**config.mk**
```make
export PLATFORM = sky130hd
export DESIGN_NAME = cdb_arbiter
export DESIGN_NICKNAME = d
export VERILOG_FILES = /design/src/rtl/cdb_arbiter.sv
export SDC_FILE = /design/constraint.sdc
export NUM_CORES = 1
export LEC_CHECK = 0
export CAP_MARGIN = 20
export CORE_UTILIZATION = 43
export CTS_CLUSTER_DIAMETER = 30
export DETAILED_ROUTE_END_ITERATION = 16
export MAX_ROUTING_LAYER = met4
export PLACE_DENSITY = 0.74
export SLEW_MARGIN = 20
export SYNTH_ARGS = -nofsm -noshare
export SYNTH_HDL_FRONTEND = slang
export SYNTH_SLANG_ARGS = --single-unit
```
**constraint.sdc**
```tcl
create_clock -name clk -period 4.3 [get_ports clk]
set_input_delay 0.86 -clock clk [delete_from_list [all_inputs] [get_ports clk]]
set_output_delay 0.86 -clock clk [all_outputs]
set_load 0.005 [all_outputs]
```
**src/rtl/cdb_arbiter.sv**
```systemverilog
// -----------------------------------------------------------------------------
// cdb_arbiter
//
// Arbitrates result broadcasts from two producers (ALU and LSB) onto a single
// common data bus. Each producer has a private 2-entry FIFO that absorbs results
// which lose arbitration. Under contention the grant alternates between the two
// sources. A request that reaches an empty FIFO and wins the same cycle goes
// straight to the bus, giving one-cycle latency.
//
// Ports
//   clk                      : single clock, all state changes on the rising edge
//   reset                    : synchronous, active-high; highest priority
//   ready                    : global enable; 0 freezes all state and outputs
//   clear                    : synchronous flush (misprediction), below reset
//   alu_in_flag/val/robpos   : ALU result request
//   lsb_in_flag/val/robpos   : LSB result request
//   alu_full, lsb_full       : registered backpressure, high when FIFO holds 2
//   cdb_flag/val/robpos/src  : registered broadcast (src 0 = ALU, 1 = LSB)
//   overflow                 : sticky, set when a request into a full FIFO drops
// -----------------------------------------------------------------------------
module cdb_arbiter (
  input  logic        clk,
  input  logic        reset,
  input  logic        ready,
  input  logic        clear,
  input  logic        alu_in_flag,
  input  logic [31:0] alu_val,
  input  logic [3:0]  alu_robpos,
  input  logic        lsb_in_flag,
  input  logic [31:0] lsb_val,
  input  logic [3:0]  lsb_robpos,
  output logic        alu_full,
  output logic        lsb_full,
  output logic        cdb_flag,
  output logic [31:0] cdb_val,
  output logic [3:0]  cdb_robpos,
  output logic        cdb_src,
  output logic        overflow
);

  typedef struct packed {
    logic [31:0] val;
    logic [3:0]  robpos;
  } entry_t;

  localparam logic SRC_ALU = 1'b0;
  localparam logic SRC_LSB = 1'b1;

  // Per-source state, indexed by source (0 = ALU, 1 = LSB).
  entry_t     mem     [2][2];   // [source][slot]
  logic       head    [2];
  logic       tail    [2];
  logic [1:0] count   [2];
  logic       full_q  [2];
  logic       last_grant;

  // Combinational view of the current cycle.
  logic       in_flag    [2];
  entry_t     in_entry   [2];
  logic       cand_valid [2];
  entry_t     cand       [2];
  logic       granted    [2];
  logic       pop        [2];
  logic       push       [2];
  logic       drop       [2];
  logic [1:0] count_nxt  [2];
  logic       grant_valid;
  logic       grant_src;

  always_comb begin
    // NOTE: every signal written here gets a default first so no path can
    // leave it unassigned and infer a latch.
    in_flag     = '{default: 1'b0};
    in_entry    = '{default: '0};
    cand_valid  = '{default: 1'b0};
    cand        = '{default: '0};
    granted     = '{default: 1'b0};
    pop         = '{default: 1'b0};
    push        = '{default: 1'b0};
    drop        = '{default: 1'b0};
    count_nxt   = count;
    grant_valid = 1'b0;
    grant_src   = SRC_ALU;

    in_flag[0]  = alu_in_flag;
    in_flag[1]  = lsb_in_flag;
    in_entry[0] = '{val: alu_val, robpos: alu_robpos};
    in_entry[1] = '{val: lsb_val, robpos: lsb_robpos};

    // A buffered result always outranks a fresh request from the same source,
    // which keeps each source's results in order.
    for (int s = 0; s < 2; s++) begin
      cand_valid[s] = (count[s] != 2'd0) || in_flag[s];
      cand[s]       = (count[s] != 2'd0) ? mem[s][head[s]] : in_entry[s];
    end

    grant_valid = cand_valid[0] || cand_valid[1];
    grant_src   = (cand_valid[0] && cand_valid[1]) ? ~last_grant : cand_valid[1];
    granted[0]  = grant_valid && (grant_src == SRC_ALU);
    granted[1]  = grant_valid && (grant_src == SRC_LSB);

    for (int s = 0; s < 2; s++) begin
      pop[s]  = granted[s] && (count[s] != 2'd0);
      // A granted request into an empty FIFO bypasses storage entirely; a
      // full FIFO still accepts a push when its head leaves this same cycle.
      push[s] = in_flag[s] && !(granted[s] && (count[s] == 2'd0)) &&
                ((count[s] != 2'd2) || pop[s]);
      drop[s] = in_flag[s] && (count[s] == 2'd2) && !pop[s];
      if (push[s] && !pop[s])
        count_nxt[s] = count[s] + 2'd1;
      else if (pop[s] && !push[s])
        count_nxt[s] = count[s] - 2'd1;
    end
  end

  // Control state and registered outputs. Priority: reset > clear > ready.
  always_ff @(posedge clk) begin
    // NOTE: sequential state uses non-blocking assignments so every register
    // samples the pre-edge values regardless of statement order.
    if (reset) begin
      for (int s = 0; s < 2; s++) begin
        count[s]  <= 2'd0;
        head[s]   <= 1'b0;
        tail[s]   <= 1'b0;
        full_q[s] <= 1'b0;
      end
      cdb_flag   <= 1'b0;
      cdb_val    <= 32'd0;
      cdb_robpos <= 4'd0;
      cdb_src    <= SRC_ALU;
      overflow   <= 1'b0;
      last_grant <= SRC_LSB;   // so the ALU wins the first tie
    end else if (clear) begin
      // Flush drops this cycle's requests; fairness and the sticky error
      // flag survive the flush, and cdb_val/robpos/src simply hold.
      for (int s = 0; s < 2; s++) begin
        count[s]  <= 2'd0;
        head[s]   <= 1'b0;
        tail[s]   <= 1'b0;
        full_q[s] <= 1'b0;
      end
      cdb_flag <= 1'b0;
    end else if (ready) begin
      for (int s = 0; s < 2; s++) begin
        count[s]  <= count_nxt[s];
        full_q[s] <= (count_nxt[s] == 2'd2);
        if (pop[s])  head[s] <= ~head[s];
        if (push[s]) tail[s] <= ~tail[s];
      end
      if (grant_valid) begin
        cdb_flag   <= 1'b1;
        cdb_val    <= cand[grant_src].val;
        cdb_robpos <= cand[grant_src].robpos;
        cdb_src    <= grant_src;
        last_grant <= grant_src;
      end else begin
        cdb_flag <= 1'b0;
      end
      overflow <= overflow || drop[0] || drop[1];
    end
  end

  // NOTE: FIFO storage is deliberately not reset; count gates every read, so
  // stale slot contents are never observable.
  always_ff @(posedge clk) begin
    for (int s = 0; s < 2; s++) begin
      if (!reset && !clear && ready && push[s])
        mem[s][tail[s]] <= in_entry[s];
    end
  end

  assign alu_full = full_q[0];
  assign lsb_full = full_q[1];

endmodule

```
==> results of run 1 <==
logic make-up (layout without fill, tap and decap cells):
logic type	Yosys count	count (layout)
adders and majority gates	4	4
muxes	73	73
and+or+nand+nor	223	223
other	0	2
AOI/OAI and AO/OA	143	143
buffers and inverters	60	175
DFF	194	194
report_power, final:
part           switching, mW  total, mW  internal [mW]
Combinational          0.230      0.432          0.202
Sequential            0.0219       2.07           2.05
Clock                  0.671       1.76           1.09
Total                  0.923       4.27           3.34
worst reg2reg max path, delay by kind of cell (launching register included):
family | cells | cell delay [ps]
fa+ha+maj | 1 | 250
simple gates | 1 | 20
compound gates | 2 | 710
buf+inv | 3 | 1010
flops | 1 | 310
worst min path at each step:
stage / startpoint / endpoint / slack (ps) / cells after the start
floorplan: count[2] / count[2] / 440 / 2
global placement: count[2] / count[2] / 460 / 2
detailed placement: count[2] / count[2] / 470 / 2
CTS: count[2] / count[2] / 480 / 2
global route: cdb_val[14] / cdb_val[14] / 520 / 2
finish: count[2] / count[2] / 470 / 2
per-stage QoR:
stage          hold slack (ps)  total power, mW  cells  setup slack (ps)
2_1_floorplan              443             2.35    697               669
3_3_place_gp               457             2.54   1045               804
3_5_place_dp               469             2.55   1045               761
4_1_cts                    479             4.29   1077              1220
5_1_grt                    521             4.41   1079               994
6_report                   475             4.27   1079              1170
sequential cells by signal, summed over array words and instances, names as in the netlist:
register    cells
cdb_flag        1
cdb_robpos      4
cdb_src         1
cdb_val        32
count           4
full_q          2
head            2
last_grant      1
mem           144
overflow        1
tail            2
cell type report:
type,instances,area (um2)
clock inverters,13,231
clock buffers,19,433
fillers,1616,8920
multi-input cells,443,2820
flip-flops and latches,194,5390
diodes,2,5.00
repair buffers,132,1290
inverters,11,41.3
well taps,265,332
metal layers:
metal  GRT usage [%]  up-vias  wire [um]
met1            25.9     2695       8340
li1                -     2762          -
met4            5.94        0        289
met2            31.7      165       9180
met5               -        -          0
met3            4.69       22       1120
cell usage after synthesis (all sizes together), types with 3 or more instances:
| cell type | n | area (um2) |
|---|---|---|
| edfxtp | 150 | 4500 |
| a211oi | 3 | 22.5 |
| clkbuf | 13 | 48.8 |
| o211ai | 6 | 45.0 |
| nand3 | 3 | 15.0 |
| o21ai | 77 | 397 |
| ha | 4 | 50.1 |
| buf | 36 | 270 |
| a21oi | 9 | 56.3 |
| a2111o | 3 | 33.8 |
| inv | 11 | 41.3 |
| a311oi | 36 | 440 |
| nand2b | 3 | 33.8 |
| nor3 | 4 | 31.3 |
| nor2 | 46 | 173 |
| nand2 | 156 | 586 |
| dfxtp | 44 | 881 |
| mux2i | 73 | 731 |
layout by cell type (no fill, tap or decap), drive strengths merged, types with 12 or more instances in the layout:
cell and n:
dfxtp 44, o21ai 77, nand2 156, clkdlybuf4s50 117, inv 12, edfxtp 150
mux2i 73, a311oi 36, clkbuf 19, buf 15, nor2 46
==> summary.md, run 1 <==
| Metric | Value |
|---|---|
| Status | `finished, final reports clean` |
| Synth Register Bits | `between 150 and 200` |
| Worst reg2reg path depth | `7` |
| R2r setup slk | `1660 ps` |
| Post-Syn Area | `around 0.0085 mm2` |
| Via/cell ratio | `5.23` |
| Antenna violations before repair | `2` |
| P per Cell Area | `about 400 mW/mm2` |
| Ys flop type | `edfxtp_1` |
| Routed Antenna Nets | `0` |
| Overflow after GRT | `0` |
| CTS tree | `built` |
| Top Ports | `between 100 and 150` |
| # hold bufs at CTS | `0` |
| Post-synth EDFFs | `150` |
| First-pass GRT wire length | `between 20,000 and 30,000 um` |
| Post-synthesis simple-gate area fraction | `about 11%` |
| Tmin final | `3130 ps` |
| Setup violations, final | `0` |
| Post-Place Cell Area | `0.00988 mm2` |
| Vias in the first global route | `approximately 5,400` |
| Largest net degree at the start of global routing | `79` |
| End of the critical path | `mem[0][11]` |
| Async S/R FF share, synth | `0%` |
| Hold Crit Class | `reg -> reg` |
| Starting Density | `a little over two fifths` |
| RR Endpoint | `mem[0][11]` |
| Critical path depth | `6` |
| Setup Skew | `roughly 11 ps` |
| CTS max path bufs | `2` |
| Final worst path period share | `approximately 73%` |
| Core area | `slightly below 0.02 mm2` |
| CP Launch Type | `primary input` |
| Post-synth cell types | `44` |
| First DRT Iteration DRCs | `~450` |
| Yosys Warn Count | `0` |
| Slew Viols, Final | `0` |
| CP top delay family | `buffers and inverters` |
| Seq/Total Area, Yosys | `between 60% and 70%` |
| Via count | `5,644` |
| Critical path class | `in -> reg` |
| Hpwl dp | `around 13,000 um` |
| Mean Syn Cell Area | `roughly 12 um2` |
| Worst Tran Pin Value | `964 ps` |
| Critical Path Sink Type | `flip-flop` |
| Post-Layout Inst Area | `around 0.011 mm2` |
| Post_cts resized | `0` |
| WP buf/inv | `3` |
| Reg-to-reg startpoint | `count[2]` |
| TNS Setup | `0 ps` |
| WL final | `18,900 um` |
| Nets | `approximately 880` |
| H-tree levels | `4` |
| Clock sinks | `just under 200` |
| Total track usage | `between 20% and 30%` |
| Chip width | `about 140 um` |
| Max Cap Viol | `0` |
| Setup Fix Bufs, Post-CTS | `0` |
| Clock slew at reported path FFs | `roughly 70 ps` |
| I/O Buffers | `roughly 120` |
| Die height | `between 100 and 150 um` |
| RePlAce Congestion | `0.836` |
| TritonCTS Buffers | `17` |
| DR DRC count | `0` |
| TritonRoute pass-1 iters | `5` |
| Net count after synthesis | `approximately 780` |
| Relative slew slack | `around 35%` |
| Critical path's slowest cell | `clkdlybuf4s50_1` |
| RSZ-0062 raised after global routing | `false` |
| Standard-cell rows | `51` |
| P&R area growth vs syn | `23.6%` |
| Max stage delay on crit path | `between 700 and 800 ps` |
| Fraction of synthesized cell area in xor and xnor cells | `0%` |
| Critical Path AT | `approximately 3200 ps` |
| Post-synthesis mux area share | `8.56%` |
| Leakage | `3.61 nW` |
| DIE AREA | `about 0.020 mm2` |
| Avg WL per Cell | `about 18 um` |
| Compound-Gate Fraction of Synth Area | `around 13%` |
| Adder and majority cell fraction of the synthesized area | `0.586%` |
| Final hold vios | `0` |
| Main combinational cell family by area after synthesis | `compound AO/OA/AOI/OAI gates` |
| Worst Path Required | `approximately 4400 ps` |
| Final core occ | `54.2%` |
| Worst-path maximum fanout | `36` |
| Root buf cell | `clkbuf_16` |
| VDD IR max | `276 uV` |
| CP cell instances | `clkdlybuf4s50_1, inv_1, nor2_1, o211ai_1, nor2_4, buf_4` |
| Mapped Cells | `~700` |
| F_max | `between 300 and 400 MHz` |
| Critical Path Source | `ready` |
| Worst skew pair latency | `around 440 ps` |
| Share of layout cells above drive strength 1 | `between 9 and 10%` |
Note: power is estimated with default switching activity, not from simulation.
==> run 2, diff against run 1 <==
- PLACE_DENSITY: 0.74 -> 0.77
- clock period: 4.3 -> 2.55 ns (I/O delays scaled with it)
==> summary.md, run 2 (same netlist as run 1, synthesis figures left out) <==
| Metric | Value |
|---|---|
| Status | `finished, final reports clean` |
| Critical path depth | `7 (+1)` |
| Pwr Total | `6.83 mW (+60%)` |
| Largest register FFs | `144 (unchanged)` |
| Clock sinks | `194 (unchanged)` |
| Overflow after GRT | `0 (unchanged)` |
| Net Sw Frac | `22.9% (+1.3 points)` |
| Hold Crit Class | `reg -> reg` |
| Final hold vios | `0 (unchanged)` |
| Critical path's slowest cell | `ha_2` |
| Chip width | `143 um (unchanged)` |
| Hpwl dp | `13,500 um (+8.0%)` |
| Clk network pwr share | `37.5% (-3.8 points)` |
| Post_cts resized | `0 (unchanged)` |
| Setup Skew | `10.8 ps (-0.448 ps)` |
| Clock slew at reported path FFs | `60 ps (about the same)` |
| RSZ-0062 raised after global routing | `false` |
| Die height | `143 um (unchanged)` |
| Worst reg2reg path depth | `7 (unchanged)` |
| WL final | `19,900 um (+5.3%)` |
| Top Ports | `119 (unchanged)` |
| RePlAce Congestion | `0.901 (+7.8%)` |
| Leakage | `3.69 nW (+2.2%)` |
| Internal cell power | `5.27 mW (+57%)` |
| VDD IR max | `477 uV (+73%)` |
| Worst Path Required | `2660 ps (-1710 ps)` |
| Worst-path maximum fanout | `36 (unchanged)` |
| CP cell instances | `inv_1, ha_2, nand2b_4, a21oi_1, o211ai_1, nor2_4, buf_12` |
| Critical Path Sink Type | `flip-flop` |
| Final worst path period share | `between 80 and 90%` |
| Vias in the first global route | `5,786 (+7.0%)` |
| Standard-cell rows | `51 (unchanged)` |
| Post-route setup slack | `435 ps (-732 ps)` |
| End of the critical path | `mem[0][113]` |
| Via/cell ratio | `5.32 (+1.8%)` |
| # hold bufs at CTS | `0 (unchanged)` |
| Core area | `0.0195 mm2 (unchanged)` |
| Worst hold margin | `472 ps (-2.84 ps)` |
| RR Endpoint | `mem[0][113]` |
| Setup violations, final | `0 (unchanged)` |
| Max Cap Viol | `0 (unchanged)` |
| Worst skew pair latency | `430 ps (about the same)` |
| Via count | `5,828 (+3.3%)` |
| DP Worst Slack | `60.8 ps (-700 ps)` |
| Antenna violations before repair | `0 (-2)` |
| Avg WL per Cell | `18.2 um (+3.8%)` |
| R2r setup slk | `430 ps (-1230 ps)` |
| DR DRC count | `0 (unchanged)` |
| Relative slew slack | `60.5% (+25 points)` |
| Critical path class | `reg -> reg` |
| Max stage delay on crit path | `330 ps (-410 ps)` |
| Worst Tran Pin Value | `593 ps (-371 ps)` |
| I/O Buffers | `118 (unchanged)` |
| TritonRoute pass-1 iters | `6 (+1)` |
| First-pass GRT wire length | `31,100 um (+5.7%)` |
| P&R area growth vs syn | `25.1%` |
| Routed Antenna Nets | `0 (unchanged)` |
| Ant diodes | `0 (-2)` |
| Root buf cell | `clkbuf_16` |
| Final core occ | `54.9% (+0.67 points)` |
| First DRT Iteration DRCs | `344 (-23%)` |
| Share of layout cells above drive strength 1 | `11.6% (+1.6 points)` |
| F_max | `approximately 470 MHz` |
| Register share of total power | `51.3% (+2.7 points)` |
| Tmin final | `2120 ps` |
| Most frequent cells in the layout | `nand2_1 (156), edfxtp_1 (150), clkdlybuf4s50_1 (117)` |
| Reg-to-reg startpoint | `count[2]` |
| P per Cell Area | `640 mW/mm2 (+58%)` |
| Slew Viols, Final | `0 (unchanged)` |
| TritonCTS Buffers | `17 (unchanged)` |
| Critical Path AT | `2230 ps (-980 ps)` |
| CTS max path bufs | `2 (unchanged)` |
| Post-route non-filler standard cell count | `1,095 (+1.5%)` |
| Total track usage | `21.2% (+1.1 points)` |
| Setup Fix Bufs, Post-CTS | `0 (unchanged)` |
| Combinational power share | `11.2% (+1.1 points)` |
| Inst Count DP | `1,063 (+1.7%)` |
| DIE AREA | `0.0204 mm2 (unchanged)` |
| WP buf/inv | `2 (-1)` |
| Nets | `899 (+2.0%)` |
| CTS tree | `built` |
| P_sw | `1.57 mW (+70%)` |
| CP Launch Type | `flip-flop` |
| Most common cell after layout, fill and taps aside | `nand2_1` |
| H-tree levels | `4 (unchanged)` |
| Largest net degree at the start of global routing | `77 (-2.5%)` |
| CP top delay family | `compound AO/OA/AOI/OAI gates` |
| Starting Density | `43.9% (unchanged)` |
| Critical Path Source | `count[2]` |
[run 2: cell types whose count changed in the layout (fill, tap and decap cells not counted), sizes merged]
cell	before	now
buf	15	33
bufinv	6	1
clkbuf	19	25
clkinv	2	4
clkinvlp	4	1
diode	2	0
[run 2: metrics by stage]
| step | TNS, ps | area, um2 |
|---|---|---|
| 2_1_floorplan | -23350 | 8540 |
| 3_3_place_gp | 0 | 10100 |
| 3_5_place_dp | 0 | 10100 |
| 4_1_cts | 0 | 10700 |
| 5_1_grt | 0 | 10700 |
| 6_report | 0 | 10700 |
[run 2: final cells by class]
type / count / area [um2]
sequential: 194 / 5390
clock inverter: 7 / 77.6
inverter: 11 / 41.3
clock buffer: 25 / 487
tap: 265 / 332
timing repair buffer: 150 / 1530
multi-input combinational: 443 / 2820
fill: 1630 / 8790
[run 2: metal layers]
| metal | share of wire [%] | GRT usage, % | up-vias |
|---|---|---|---|
| li1 | - | - | 2804 |
| met3 | 5.7 | 4.69 | 13 |
| met2 | 50 | 35.6 | 165 |
| met4 | 0.90 | 5.26 | 0 |
| met1 | 43 | 25.9 | 2846 |
| met5 | 0 | - | - |
[run 2: worst min-delay path: cells and delay by family, from the launching register on]
| family | cells | cell delay (ps) |
|---|---|---|
| flops | 1 | 310 |
| simple gates | 1 | 60 |
| compound gates | 1 | 50 |
[run 2: how the worst min path moves through the flow]
stage               startpoint  endpoint  slack [ps]  cells past startpoint
floorplan             count[2]  count[2]         440                      2
global placement      count[2]  count[2]         460                      2
detailed placement    count[2]  count[2]         460                      2
CTS                      reset  count[3]         470                      4
global route          count[2]  count[2]         490                      2
finish                count[2]  count[2]         470                      2
[run 2: power groups by stage]
| stage | Clock, mW | Sequential (mW) | Combinational (mW) |
|---|---|---|---|
| finish | 2.56 | 3.51 | 0.764 |
| global route | 2.73 | 3.51 | 0.835 |
| CTS | 2.61 | 3.51 | 0.772 |
| detailed placement | 0 | 3.57 | 0.767 |
| global placement | 0 | 3.57 | 0.750 |
| floorplan | 0 | 3.56 | 0.410 |
==> run 3, diff against run 2 <==
- PLACE_DENSITY: 0.77 -> 0.74
- clock period: 2.55 -> 2.2 ns (I/O delays scaled with it)
==> summary.md, run 3 (same netlist as run 1, synthesis figures left out) <==
| Metric | Value |
|---|---|
| CP Launch Type | `flip-flop` |
| TritonRoute pass-1 iters | `5 (-1)` |
| Largest register FFs | `144 (unchanged)` |
| Status | `finished, final reports clean` |
| Tmin final | `1940 ps (-177 ps)` |
| Via/cell ratio | `5.22 (-2.0%)` |
| Final worst path period share | `88.1% (+5.2 points)` |
| F_max | `516 MHz (+9.1%)` |
| VDD IR max | `499 uV (+4.7%)` |
| Leakage | `3.83 nW (+3.7%)` |
| Relative slew slack | `57.2% (-3.3 points)` |
| Fillcell total | `1,583 (-2.9%)` |
| Core area | `0.0195 mm2 (unchanged)` |
| Worst hold margin | `462 ps (-9.77 ps)` |
| CTS tree | `built` |
| Reg-to-reg startpoint | `count[2]` |
| Die height | `143 um (unchanged)` |
| Slew Viols, Final | `0 (unchanged)` |
| End of the critical path | `mem[0][103]` |
| CTS max path bufs | `2 (unchanged)` |
| WL final | `19,800 um (-0.75%)` |
| Final core occ | `56.4% (+1.5 points)` |
| First-pass GRT wire length | `30,500 um (-1.8%)` |
| Avg WL per Cell | `17.7 um (-2.5%)` |
| Sequential cell area | `0.00539 mm2 (about the same)` |
| DIE AREA | `0.0204 mm2 (unchanged)` |
| Most frequent cells in the layout | `nand2_1 (156), edfxtp_1 (150), clkdlybuf4s50_1 (117)` |
| Post-route setup slack | `262 ps (-173 ps)` |
| Clock slew at reported path FFs | `80 ps (+20 ps)` |
| Worst Tran Pin Value | `642 ps (+49.2 ps)` |
| Standard-cell rows | `51 (unchanged)` |
| RR Endpoint | `mem[0][103]` |
| Antenna violations before repair | `1 (+1)` |
| TNS Setup | `0 ps (unchanged)` |
| RSZ-0062 raised after global routing | `false` |
| I/O Buffers | `118 (unchanged)` |
| Nets | `918 (+2.1%)` |
| First DRT Iteration DRCs | `327 (-4.9%)` |
| Max Cap Viol | `0 (unchanged)` |
| Routed Antenna Nets | `0 (unchanged)` |
| Via count | `5,817 (-0.19%)` |
| Worst skew pair latency | `440 ps (about the same)` |
| Hold Crit Class | `in -> reg` |
| Critical Path AT | `2070 ps (-160 ps)` |
| Total track usage | `20.7% (-0.49 points)` |
| Critical path class | `reg -> reg` |
| RePlAce Congestion | `0.864 (-4.1%)` |
| Vias in the first global route | `5,785 (-0.017%)` |
| Share of layout cells above drive strength 1 | `15.4% (+3.9 points)` |
| Hpwl dp | `13,500 um (-0.23%)` |
| Multi-input gate area | `0.00287 mm2 (+1.5%)` |
| Worst Path Required | `2330 ps (-330 ps)` |
| TritonCTS Buffers | `17 (unchanged)` |
| Post-Layout Inst Area | `0.0110 mm2 (+2.8%)` |
| Clock sinks | `194 (unchanged)` |
| Worst-path maximum fanout | `12 (-67%)` |
| Setup violations, final | `0 (unchanged)` |
| Most common cell after layout, fill and taps aside | `nand2_1` |
| Critical Path Sink Type | `flip-flop` |
| # hold bufs at CTS | `0 (unchanged)` |
| Post_cts resized | `0 (unchanged)` |
| Setup Fix Bufs, Post-CTS | `0 (unchanged)` |
| Critical Path Source | `count[2]` |
| Post-route non-filler standard cell count | `1,115 (+1.8%)` |
| Pwr Total | `8.19 mW (+20%)` |
| Final hold vios | `0 (unchanged)` |
| DP Worst Slack | `-121 ps (-181 ps)` |
| Largest net degree at the start of global routing | `40 (-48%)` |
| Starting Density | `43.9% (unchanged)` |
| P&R area growth vs syn | `28.6%` |
| Root buf cell | `clkbuf_16` |
| Inst Count DP | `1,082 (+1.8%)` |
| Overflow after GRT | `0 (unchanged)` |
| Worst reg2reg path depth | `8 (+1)` |
| Chip width | `143 um (unchanged)` |
| DR DRC count | `0 (unchanged)` |
| Setup Skew | `13.6 ps (+2.87 ps)` |
| R2r setup slk | `260 ps (-170 ps)` |
| H-tree levels | `4 (unchanged)` |
| Post-Place Cell Area | `0.0104 mm2 (+2.4%)` |
| P per Cell Area | `746 mW/mm2 (+17%)` |
| Top Ports | `119 (unchanged)` |
run 3: layout make-up:
type	instances	area share (%)
tap	265	3.02
clock buffer	18	4.00
sequential	194	49.1
antenna	1	0.0228
clock inverter	14	1.63
multi-input combinational	443	26.1
timing repair buffer	169	15.7
inverter	11	0.376
run 3: layer usage:
layer	global-route usage, %	up-vias	wire length (um)
met1	25.7	2800	8770
met2	33.8	144	9800
met4	6.79	0	334
li1	-	2846	-
met3	4.23	27	875
met5	-	-	0
run 3: critical path, stage by stage, from the launching register on:
cell and delay (ps):
dfxtp_2 330, inv_2 90, ha_2 320, nand2b_4 100
a21oi_4 130, o211ai_1 130, buf_4 180, nor2_4 130
buf_4 230
run 3: how the worst min path moves through the flow:
stage / from / end / cells past startpoint
global placement: count[2] / count[2] / 2
detailed placement: count[2] / count[2] / 2
finish: reset / count[3] / 5
global route: reset / count[3] / 5
floorplan: count[2] / count[2] / 2
CTS: reset / count[3] / 5
run 3: power by group:
group	switching, mW	leakage [nW]	internal (mW)
registers	0.0419	1.73	4.01
logic	0.464	1.82	0.457
clock network	1.38	0.289	1.83
